### config.mk
export PLATFORM = sky130hd
export DESIGN_NAME = lm32_ram_fifo
export DESIGN_NICKNAME = d
export VERILOG_FILES = /design/src/rtl/lm32_ram_fifo_pkg.sv /design/src/rtl/lm32_dp_ram.sv /design/src/rtl/lm32_ram_fifo.sv
export SDC_FILE = /design/constraint.sdc
export NUM_CORES = 1
export LEC_CHECK = 0
export ABC_CLOCK_PERIOD_IN_PS = 5850
export CAP_MARGIN = 20
export CORE_MARGIN = 5
export CORE_UTILIZATION = 55
export CTS_CLUSTER_SIZE = 14
export DETAILED_ROUTE_END_ITERATION = 10
export PLACE_DENSITY_LB_ADDON = 0.05
export RECOVER_POWER = 25
export SLEW_MARGIN = 25
export SYNTH_ARGS = -nofsm -noshare
export SYNTH_HDL_FRONTEND = slang
export SYNTH_SLANG_ARGS = --single-unit
### constraint.sdc
create_clock -name clk_i -period 5.85 [get_ports clk_i]
set_clock_uncertainty 0.15 [all_clocks]
set_input_delay 0.8775 -clock clk_i [delete_from_list [all_inputs] [get_ports clk_i]]
set_output_delay 0.8775 -clock clk_i [all_outputs]
set_load 0.02 [all_outputs]
### src/rtl/lm32_ram_fifo_pkg.sv
// Shared lm32 read-side state encodings and the state type used by the RAM FIFO controller.
`ifndef LM32_RAM_FIFO_DEFS
`define LM32_RAM_FIFO_DEFS
`define LM32_FIFO_EMPTY 2'd0
`define LM32_FIFO_FETCH 2'd1
`define LM32_FIFO_READY 2'd2
`endif

package lm32_ram_fifo_pkg;
  typedef logic [1:0] fifo_state_t;
endpackage

### src/rtl/lm32_dp_ram.sv
// Simple dual-port RAM: one write port, one registered read port (read-before-write on collision).
module lm32_dp_ram #(
  parameter int data_width = 32,
  parameter int addr_width = 4
) (
  input  logic                  clk_i,
  input  logic                  rst_i,
  input  logic                  we_i,
  input  logic [addr_width-1:0] waddr_i,
  input  logic [data_width-1:0] wdata_i,
  input  logic [addr_width-1:0] raddr_i,
  output logic [data_width-1:0] rdata_o
);

  logic [data_width-1:0] r_mem [0:(1<<addr_width)-1];
  logic [data_width-1:0] r_rdata;

  // Only the read register is reset; array contents survive reset.
  always_ff @(posedge clk_i) begin
    if (we_i) r_mem[waddr_i] <= wdata_i;
    if (rst_i) r_rdata <= '0;
    else       r_rdata <= r_mem[raddr_i];
  end

  assign rdata_o = r_rdata;

endmodule

### src/rtl/lm32_ram_fifo.sv
// RAM-backed FIFO with a registered head word; the RAM read port prefetches so pops stream at 1/cycle.
module lm32_ram_fifo
  import lm32_ram_fifo_pkg::*;
#(
  parameter int data_width = 32,
  parameter int addr_width = 4
) (
  input  logic                  clk_i,
  input  logic                  rst_i,
  input  logic                  flush_i,
  input  logic                  push_i,
  input  logic [data_width-1:0] wdata_i,
  output logic                  full_o,
  input  logic                  pop_i,
  output logic                  valid_o,
  output logic [data_width-1:0] rdata_o,
  output logic [addr_width:0]   level_o,
  output logic                  overflow_o,
  output logic                  underflow_o
);

  localparam int DEPTH = 1 << addr_width;
  localparam logic [addr_width:0] FULL_CNT = (addr_width+1)'(DEPTH);

  fifo_state_t           r_state, w_state_nxt;
  logic [addr_width-1:0] r_wr_ptr, r_rd_ptr, w_raddr;
  logic [addr_width:0]   r_count;
  logic                  r_pf_vld, r_overflow, r_underflow;
  logic [data_width-1:0] r_rdata, w_ram_rdata;
  logic                  w_valid, w_full, w_push_acc, w_pop_acc, w_move;

  lm32_dp_ram #(.data_width(data_width), .addr_width(addr_width)) u_ram (
    .clk_i   (clk_i),
    .rst_i   (rst_i),
    .we_i    (w_push_acc),
    .waddr_i (r_wr_ptr),
    .wdata_i (wdata_i),
    .raddr_i (w_raddr),
    .rdata_o (w_ram_rdata)
  );

  always_ff @(posedge clk_i) begin
    if (rst_i) r_state <= `LM32_FIFO_EMPTY;
    else       r_state <= w_state_nxt;
  end

  always_comb begin
    w_state_nxt = r_state;
    case (r_state)
      `LM32_FIFO_EMPTY: if (r_count != '0) w_state_nxt = `LM32_FIFO_FETCH;
      `LM32_FIFO_FETCH: w_state_nxt = `LM32_FIFO_READY;
      `LM32_FIFO_READY: begin
        if (w_pop_acc) begin
          if (r_pf_vld)            w_state_nxt = `LM32_FIFO_READY;
          else if (r_count != '0)  w_state_nxt = `LM32_FIFO_FETCH;
          else                     w_state_nxt = `LM32_FIFO_EMPTY;
        end
      end
      default: w_state_nxt = `LM32_FIFO_EMPTY;
    endcase
    if (flush_i) w_state_nxt = `LM32_FIFO_EMPTY;
  end

  // r_count includes the prefetched word, so its RAM slot stays protected until it
  // moves into the output register; re-reading the head address each cycle is safe.
  always_comb begin
    w_valid    = (r_state == `LM32_FIFO_READY);
    w_full     = (r_count == FULL_CNT);
    w_push_acc = push_i && !w_full && !flush_i;
    w_pop_acc  = pop_i && w_valid && !flush_i;
    w_move     = r_pf_vld && ((r_state == `LM32_FIFO_FETCH) || w_pop_acc) && !flush_i;
    w_raddr    = w_move ? r_rd_ptr + addr_width'(1) : r_rd_ptr;
  end

  always_ff @(posedge clk_i) begin
    if (rst_i || flush_i) begin
      r_wr_ptr    <= '0;
      r_rd_ptr    <= '0;
      r_count     <= '0;
      r_pf_vld    <= 1'b0;
      r_overflow  <= 1'b0;
      r_underflow <= 1'b0;
    end else begin
      if (w_push_acc) r_wr_ptr <= r_wr_ptr + addr_width'(1);
      if (w_move)     r_rd_ptr <= r_rd_ptr + addr_width'(1);
      r_count     <= r_count + (addr_width+1)'(w_push_acc) - (addr_width+1)'(w_move);
      // Head word was written before this edge iff it was already counted.
      r_pf_vld    <= (r_count > (addr_width+1)'(w_move));
      r_overflow  <= push_i && w_full;
      r_underflow <= pop_i && !w_valid;
    end
  end

  always_ff @(posedge clk_i) begin
    if (w_move && !rst_i) r_rdata <= w_ram_rdata;
  end

  assign full_o      = w_full;
  assign valid_o     = w_valid;
  assign rdata_o     = r_rdata;
  assign level_o     = r_count + (addr_width+1)'(w_valid);
  assign overflow_o  = r_overflow;
  assign underflow_o = r_underflow;

endmodule
* Word level (Yosys, flattened, before mapping) *
Memory sizes are Yosys's and may differ from the RTL's. A register that Yosys moved wholly into a read port is not among the register bits.
Cells that the tools add are included.
Widths: inputs -> output; s select.

storage, ports and cells
  register bits = 50
  logic and storage cells = 47
  memories kept = 1
  bits in writable memories = 512

memories
  memory       words  bits a word  rd ports  clocked after Yosys merged registers in  write ports  line               RTL
  u_ram.r_mem  16     32           1         1                                        1            lm32_dp_ram.sv:15  logic [data_width-1:0] r_mem [0:(1<<addr_width)-1];

cells by class
  multiplexer cells = 8
  add/sub/neg operators = 5
  equal/unequal tests = 5
  $lt $le $gt $ge = 1
  reduce and logical (&&, ||, !) cells = 19

operators by type and width
  cell                 count
  $add 5x1->5          2
  $logic_and 1x1->1    9
  $add 4x1->4 const B  2
  $mux 2               3
  $pmux 2 s3           1
  $eq 5x5->1 const B   1
  $gt 5x1->1           1
  $reduce_bool 5->1    1
  $sub 5x1->5          1
  $logic_not 1->1      4
  $mux 4               1
  $mux 1               3
  $eq 2x1->1 const B   1
  $eq 2x2->1 const B   1
  $logic_not 2->1      1
  $logic_or 1x1->1     2
  $ne 2x1->1 const B   1
  $ne 2x2->1 const B   1
  $reduce_and 2->1     1
  $reduce_or 2->1      1

* Logic depth before layout (Yosys ltp) *
Gate-level depths: netlist of the first run.

  depth after elaboration = 7
  mapped depth = 13

* By module *
A second synthesis of the first run with hierarchy kept.

unflattened totals
  cell total of the unflattened synthesis = 1,259
  area, all modules = 22,743.1 um^2

modules (own cells, without submodules)
  module         times used  sequential area each (um^2)  area each (um^2)  cells each
  lm32_dp_ram    1           16,015.4                     20,703.6          1,116
  lm32_ram_fifo  1           1,321.3                      2,039.5           143

* Worst setup path after synthesis of the first run *
Ideal clock, no wire load.

  path kind = register -> register
  from = reg r_count[2]
  to = mem u_ram.r_mem[3][0] (enable)
  setup slack = 1.467 ns
  stages on the path, launching flop included = 7
  path buffers = 0
  clock period less this slack = 4.383 ns
  library setup time = 0.461 ns
  arrival time = 3.772 ns
  cells stage by stage = dfxtp_1 inv_1 ha_1 nor4bb_1 nor3b_1 nand2_1 nor3_1

between the ends
  cells in the longest elaborated chain, start to end = 6

ends and longest elaborated chain
  item                            line                 RTL
  start: declaration              lm32_ram_fifo.sv:27  logic [addr_width:0] r_count;
  start signal: assignment        lm32_ram_fifo.sv:86  r_count <= r_count + (addr_width+1)'(w_push_acc) - (addr_width+1)'(w_move);
  $eq 5x5->1                      lm32_ram_fifo.sv:68  w_full = (r_count == FULL_CNT);
  named net full_o                lm32_ram_fifo.sv:13  output logic full_o,
  $logic_not 1->1                 lm32_ram_fifo.sv:69  w_push_acc = push_i && !w_full && !flush_i;
  $logic_and 1x1->1 (2 in a row)  lm32_ram_fifo.sv:69
  $mux 1                          lm32_dp_ram.sv:20    if (we_i) r_mem[waddr_i] <= wdata_i;
  $mux 1 (implied by the code)    lm32_dp_ram.sv:20
  end: declaration                lm32_dp_ram.sv:15

The timed path passes the listed nets, and every way through them passes these cells.

* Worst setup path after layout of the first run *
  from = in pop_i
  to = reg u_ram.r_rdata[21] (netlist: u_ram.rdata_o[21]) (read register of u_ram.r_mem)

between the ends
  cells in the longest elaborated chain, start to end = 6

ends and longest elaborated chain
  item                            line                 RTL
  start: declaration              lm32_ram_fifo.sv:14  input logic pop_i,
  $logic_and 1x1->1 (2 in a row)  lm32_ram_fifo.sv:70  w_pop_acc = pop_i && w_valid && !flush_i;
  $logic_or 1x1->1                lm32_ram_fifo.sv:71  w_move = r_pf_vld && ((r_state == `LM32_FIFO_FETCH) || w_pop_acc) && !flush_i;
  $logic_and 1x1->1 (2 in a row)  lm32_ram_fifo.sv:71
  $mux 4                          n/a
  end: declaration                lm32_dp_ram.sv:16    logic [data_width-1:0] r_rdata;

Every way passes these cells.
A chain may end at the register's enable or synchronous reset.

==> results.md, run 1 <==
* Lkg Pwr at just over 10 nW
* Xor/xnor cell area share of the yosys netlist at 0.00383
* Via count of the first global-routing pass at between 15,000 and 20,000
* Number of enable flip-flop cells after synthesis at between 500 and 600
* Net switching power at approximately 1.8 mW
* GRT Total Usage at 0.271
* Achievable frequency at approximately 250 MHz
* RSZ-0062 raised after global routing: no
* Hold violation count in the final report at 0
* Standard cell area after detailed placement at roughly 31,000 um2
* Fraction of the mapped netlist area in simple logic gates at 0.0581
* Worst setup SP type: input pin
* Die Outline Area at about 59,000 um2
* Synth warn at 0
* Cell-by-cell trace of the critical path: clkdlybuf4s50_1, nand3b_1, a211oi_1, mux2i_4, buf_4, a21oi_1, or4_1
* Final slew viol count at 0
* Post-route met1 wirelength at ~33,000 um
* Register clock-pin slew on the reported worst setup and hold paths at ~0.060 ns
* RD Place Congestion at about 0.78
* Largest family of logic cells by synthesized area: multiplexers
* Detailed Place HPWL at around 44,000 um
* Distinct cell type count of the synthesized netlist at between 40 and 50
* Combined area of all synthesized cells at a little under 30,000 um2
* Antenna viol nets, final at 0
* Number of buffers created by CTS at 66
* Final instance count without filler cells at about 2,800
* Detailed-routing iteration count for the pre-antenna-repair pass at 7
* Hold WS at approximately 0.26 ns
* Proportion of power drawn by combinational gates at 0.022
* Primary flip-flop cell chosen by synthesis mapping: edfxtp_1
* Fillers at 3,983
* Final count of negative-setup-slack endpoints at 0
* Relative slew margins at 0.266
* Endpoint class of the critical path: flip-flop
* Internal portion of total power at 7.07 mW
* Count of placed standard cells including taps at 2,679
* Worst EP arrival at roughly 4.3 ns
* Count of mapped cells out of synthesis at around 2,000
* Flip-flop and latch count after synthesis at ~590
* CTS tree: built
* FFs w/ async S/R, synth at 0
* Clock Sinks at ~590
* Routed Wire Length at 80,800 um
* Sum of negative setup slack at 0 ns
* Net count after synthesis at around 2,100
* Portion of netlist area occupied by mux cells at 0.222
* Worst Setup Slack, final at ~1.9 ns
* Number of antenna diodes at 0
* Maximum fanout count along the critical path at 15
* Count of pins on the block boundary at 78
* Synth top area share at 0.550
* Data required, critical path at 6.15 ns
* Cell types occupying the most area after synthesis: edfxtp_1 55%, mux4_2 12%, mux2i_1 7.8%
* H-tree level count at 3
* Count of buffers from port buffering at between 70 and 80
* Number of buffers on the longest clock path at 3
* Worst path slowest cell: mux2i_4
* Dominant cell by count in the synthesized netlist: edfxtp_1
* Starting Density at 0.554
* Ratio of routed vias to standard cells at just under 7
* Post-synthesis area per instance at approximately 15 um2
* Vias after detailed routing at between 15,000 and 20,000
* Antenna violations before repair at 1
* Maximum number of pins on one net before global-route repair at approximately 190
* # Max-Cap Violations at 0
* Met2 wire len at 40,500 um
* Power per cell area at 266 nW/um2
* Wire length of the first global-routing pass at 121,000 um
* Number of rows created at floorplan at 85
* Class of the most critical hold timing path: reg2reg
* Sequential power share at 0.528
* Arithmetic-cell share of the synthesized area counting full adders, half adders and majority gates at 0.00868
* Number of nets in the finished design at around 2,100
* Count of routing violations after the opening detailed-route iteration at about 1,900
* Clk_lat worst skew at roughly 0.59 ns
* Switching part of the total at 0.203
* Gates resized, CTS repair at 0
* Post-DR wirelength/cell at about 29 um
* Synth area leader: edfxtp_1
* Share of final-layout standard cells stronger than drive strength 1 at 0.224
* Met3 wire len at about 5000 um
* Ratio of final minimum period to clock period at 0.682
* Drt drc at 0
* Sequential fraction of the synthesis area at 0.584
* Placeable core region at approximately 54,000 um2
* Clock root buffer: clkbuf_16
* Top Layer Used: met4
* Total congestion overflow after global routing at 0
* Cell types with the highest counts after synthesis: 544 x edfxtp_1, 232 x mux2i_1, 159 x mux4_2, 147 x nand2_1, 95 x nor2_1
* Highest ir drop seen on vdd at around 0.24 mV
* Transition time at the pin with the least slew margin at 1.10 ns
* Post-synthesis compound-gate area fraction at 0.0921
* Max stage delay on crit path at approximately 0.89 ns
* Run status: finished, final reports clean
* Post-CTS setup-driven buffer insertion count at 0
* Count of hold-fix buffers inserted at cts at 0
* Clock share of power at 0.450
* Critical path class: in2reg
* Post-Place Setup Slack at around 1.3 ns
* Die boundary height at 242 um
* Final period demand of the worst path at 3.99 ns
* Area added between synthesis and finish at 12.2%
* Final instance area at 33,300 um2
* DIE WIDTH at 242 um
-- power groups by stage --
| stage | sequential, mW | combinational (mW) | clock (mW) |
|---|---|---|---|
| after CTS | 4.68 | 0.196 | 4.06 |
| after global routing | 4.68 | 0.210 | 4.25 |
| after floorplan | 4.76 | 0.0866 | 0 |
| after detailed placement | 4.77 | 0.194 | 0 |
| final | 4.68 | 0.194 | 4.00 |
| after global placement | 4.77 | 0.189 | 0 |
-- worst max-delay path: cells and delay by family --
family                 cells  cell delay (ns)
and+or+nand+nor            2             0.81
AOI/OAI and AO/OA          2             0.77
buffers and inverters      2             0.92
muxes                      1             0.89
-- area by class of cell --
cell class / count / area [um2] / area share
clock buffer: 95 / 1850 / 0.0557
sequential: 594 / 17300 / 0.521
multi-input combinational: 1241 / 11600 / 0.350
tap: 696 / 871 / 0.0262
timing repair buffer: 134 / 1330 / 0.0399
inverter: 14 / 58.8 / 0.00177
clock inverter: 24 / 199 / 0.00597
-- registers in the layout (all words and copies together), names as in the netlist --
signal / count
r_rd_ptr: 4
u_ram.rdata_o: 32
r_state: 2
rdata_o: 32
u_ram.r_mem: 512
r_wr_ptr: 4
r_count: 5
underflow_o: 1
r_pf_vld: 1
overflow_o: 1
-- metal layers --
metal,vias up,track usage
met5,-,0
met4,0,0.0846
met3,149,0.0350
met2,828,0.465
met1,9839,0.366
li1,8187,-
-- kinds of logic after synthesis --
family,after synthesis
flops,594
buf+inv,191
xor+xnor,13
fa+ha+maj,20
mux,453
simple gates,366
compound gates,389
-- through the flow --
step | total power, mW | util
floorplan | 4.85 | -
global placement | 4.96 | 0.583
detailed placement | 4.97 | 0.583
CTS | 8.94 | 0.621
global route | 9.14 | 0.621
finish | 8.87 | 0.621
-- final timing paths --
| path | from | to | slack, ns | cells past startpoint |
|---|---|---|---|---|
| worst max-delay path | pop_i | u_ram.rdata_o[21] | 1.86 | 7 |
| worst min-delay path | u_ram.rdata_o[28] | rdata_o[28] | 0.26 | 0 |
| worst max register to register | r_count[2] | u_ram.r_mem[9][19] | 2.18 | 7 |
| worst min register to register | u_ram.rdata_o[28] | rdata_o[28] | 0.26 | 0 |
-- cells in the final DEF, fill, tap and decap left out, types with 58 or more instances in the layout --
master	netlist	layout
edfxtp_1	544	544
mux2i_1	232	231
mux4_2	159	159
nand2_1	147	147
nor2_1	95	82
a211o_1	80	80
clkbuf_16	0	69
o21ai_0	66	66
a21oi_1	66	66
a31oi_1	62	62
mux2_2	62	62
clkdlybuf4s50_1	0	58
Power figures use the tool's default switching activity.
==> inputs of run 2 (changes only) <==
- ABC_CLOCK_PERIOD_IN_PS: 5850 -> 3800
- clock period: 5.85 -> 3.8 ns (I/O delays scaled with it)
==> run 2 against run 1 <==
Worst setup slack got worse by 1.4 ns. Combinational power up 56%. Die area unchanged. Count of clock-buffer cells in the layout unchanged. Core utilization is 1.0 points higher. Routed wire length fell by 0.19%. Cell area up 1.6%. First-iteration DRC count shrank 14%. Non-clock buffer count increased by 28. Sequential cell count is the same. Sequential share of layout area down 0.84 points. Global-route usage fell by 0.13 points. Critical endpoint is now level_o[4]. Largest cell class unchanged.
==> results.md, run 2 (same netlist as run 1, synthesis figures left out) <==
* Area of combinational cells with multiple inputs at 11,700 um2 (was 11,600 um2)
* Drt drc at 0 (unchanged)
* Clock root buffer: clkbuf_16 (unchanged)
* Achievable frequency at roughly 300 MHz
* Final instance count without filler cells at 2,828 (was 2,798)
* Ratio of routed vias to standard cells at 6.71 (was 6.79)
* Via count of the first global-routing pass at 19,600 (was 19,300)
* Final slew viol count at 0 (unchanged)
* Register with the most flip-flops: u_ram.r_mem (unchanged)
* Hold WS at 0.252 ns (was 0.258 ns)
* Maximum number of pins on one net before global-route repair at 120 (was 194)
* Sum of negative setup slack at 0 ns (unchanged)
* Reg-to-reg slack, setup at 0.66 ns (was 2.18 ns)
* Transition time at the pin with the least slew margin at 0.890 ns (was 1.10 ns)
* Leading cell type in the layout, fill and taps excluded: edfxtp_1 (unchanged)
* Share of final-layout standard cells stronger than drive strength 1 at 0.233 (was 0.224)
* Final count of negative-setup-slack endpoints at 0 (unchanged)
* Detailed-routing iteration count for the pre-antenna-repair pass at 6 (was 7)
* Wire length of the first global-routing pass at 121,000 um (about the same)
* Critical R2R Launch: r_count[2] (unchanged)
* Relative slew margins at 0.407 (was 0.266)
* Maximum fanout count along the critical path at 5 (was 15)
* Worst setup SP type: flip-flop (was input pin)
* Sequential cell area in the final layout at 17,300 um2 (unchanged)
* # Max-Cap Violations at 0 (unchanged)
* Critical path class: reg2out (was in2reg)
* Number of rows created at floorplan at 85 (unchanged)
* Antenna viol nets, final at 0 (unchanged)
* Register clock-pin slew on the reported worst setup and hold paths at 0.06 ns (about the same)
* Power per cell area at 409 nW/um2 (was 266 nW/um2)
* Ratio of final minimum period to clock period at 0.878
* Clock Sinks at 594 (unchanged)
* Count of placed standard cells including taps at 2,707 (was 2,679)
* Worst EP arrival at 2.62 ns (was 4.29 ns)
* Post-CTS setup-driven buffer insertion count at 0 (unchanged)
* CTS tree: built (unchanged)
* Count of buffers from port buffering at 77 (unchanged)
* Worst r2r path cells at 13 (was 7)
* Detailed Place HPWL at 44,500 um (was 43,700 um)
* Lkg Pwr at 10.5 nW (was 10.3 nW)
* Count of pins on the block boundary at 78 (unchanged)
* Count of routing violations after the opening detailed-route iteration at 1,617 (was 1,874)
* Final core utilization at 0.631 (was 0.621)
* Run status: finished, final reports clean (unchanged)
* Data required, critical path at 3.08 ns (was 6.15 ns)
* RD Place Congestion at 0.791 (was 0.776)
* Placeable core region at 53,600 um2 (unchanged)
* Capture point of the worst path: level_o[4] (was u_ram.rdata_o[21])
* DIE WIDTH at 242 um (unchanged)
* Vias after detailed routing at 19,000 (about the same)
* Hold violation count in the final report at 0 (unchanged)
* Most frequent cells in the layout: 544 x edfxtp_1, 231 x mux2i_1, 159 x mux4_2, 147 x nand2_1, 82 x nor2_1 (unchanged)
* Highest ir drop seen on vdd at 0.333 mV (was 0.243 mV)
* Max FFs per register at 512 (unchanged)
* RSZ-0062 raised after global routing: no (unchanged)
* Total congestion overflow after global routing at 0 (unchanged)
* H-tree level count at 3 (unchanged)
* Worst reg2reg endpoint: r_count[4] (was u_ram.r_mem[9][19])
* Fillers at 3,962 (was 3,983)
* Number of buffers created by CTS at 66 (unchanged)
* Number of buffers on the longest clock path at 3 (unchanged)
* Count of hold-fix buffers inserted at cts at 0 (unchanged)
* Routed Wire Length at 80,600 um (was 80,800 um)
* Die boundary height at 242 um (unchanged)
* Clk_lat worst skew at 0.60 ns (was 0.59 ns)
* Antenna violations before repair at 2 (was 1)
* Gates resized, CTS repair at 0 (unchanged)
* Class of the most critical hold timing path: reg2reg (unchanged)
* Final period demand of the worst path at 3.34 ns
* Area added between synthesis and finish at 14.0% (was 12.2%)
* Die Outline Area at 58,700 um2 (unchanged)
* Total Power at 13.8 mW (was 8.87 mW)
* Endpoint class of the critical path: primary output (was flip-flop)
* GRT Total Usage at 0.270 (was 0.271)
* Number of nets in the finished design at 2,136 (was 2,108)
* Post-DR wirelength/cell at 28.5 um (was 28.9 um)
* Origin of the worst setup path: r_state[1] (was pop_i)
* Starting Density at 0.554 (unchanged)
==> run 2: cell types whose count changed in the layout (fill, tap and decap cells not counted), sizes merged <==
cell	before	now
bufinv	3	5
clkinvlp	0	2
buf	57	85
clkinv	20	17
diode	0	2
inv	15	14
==> run 2: critical path, cell delays in order (launching register included) <==
cell	delay, ns
dfxtp_1	0.39
nor2b_1	0.38
ha_1	0.25
ha_1	0.18
nand2_1	0.07
xnor2_1	0.13
clkdlybuf4s50_1	0.62
==> run 2: where the power goes <==
| group | internal, mW | switching [mW] |
|---|---|---|
| sequential | 7.18 | 0.0292 |
| clock | 3.81 | 2.52 |
| combinational | 0.114 | 0.188 |
| total | 11.1 | 2.74 |
==> run 2: final cells by class <==
type,count,share of cell area
timing repair buffer,162,0.0520
tap,696,0.0257
clock inverter,24,0.00710
inverter,14,0.00174
clock buffer,95,0.0560
multi-input combinational,1241,0.345
antenna,2,0.000148
sequential,594,0.512
==> run 2: through the flow <==
step                setup WS [ns]  cell area [um2]
finish                      0.464            33800
global route                0.242            33800
CTS                         0.421            33800
detailed placement          0.222            31700
global placement            0.288            31700
floorplan                   0.271            29700
==> run 2: how the worst min path moves through the flow <==
stage,from,endpoint,cells after the start
finish,u_ram.rdata_o[16],rdata_o[16],0
CTS,u_ram.rdata_o[16],rdata_o[16],0
global placement,u_ram.rdata_o[19],rdata_o[19],0
global route,u_ram.rdata_o[20],rdata_o[20],0
detailed placement,u_ram.rdata_o[16],rdata_o[16],0
floorplan,u_ram.rdata_o[0],rdata_o[0],0
==> run 2: layer usage <==
metal  wire length, um  share of wire  vias up  track usage
li1                  -              -     8241            -
met1             32300           0.40     9835        0.355
met2             41000           0.51      741        0.467
met3              4970          0.062      152       0.0371
met4              2370          0.029        0       0.0925
met5                 0              0        -            0
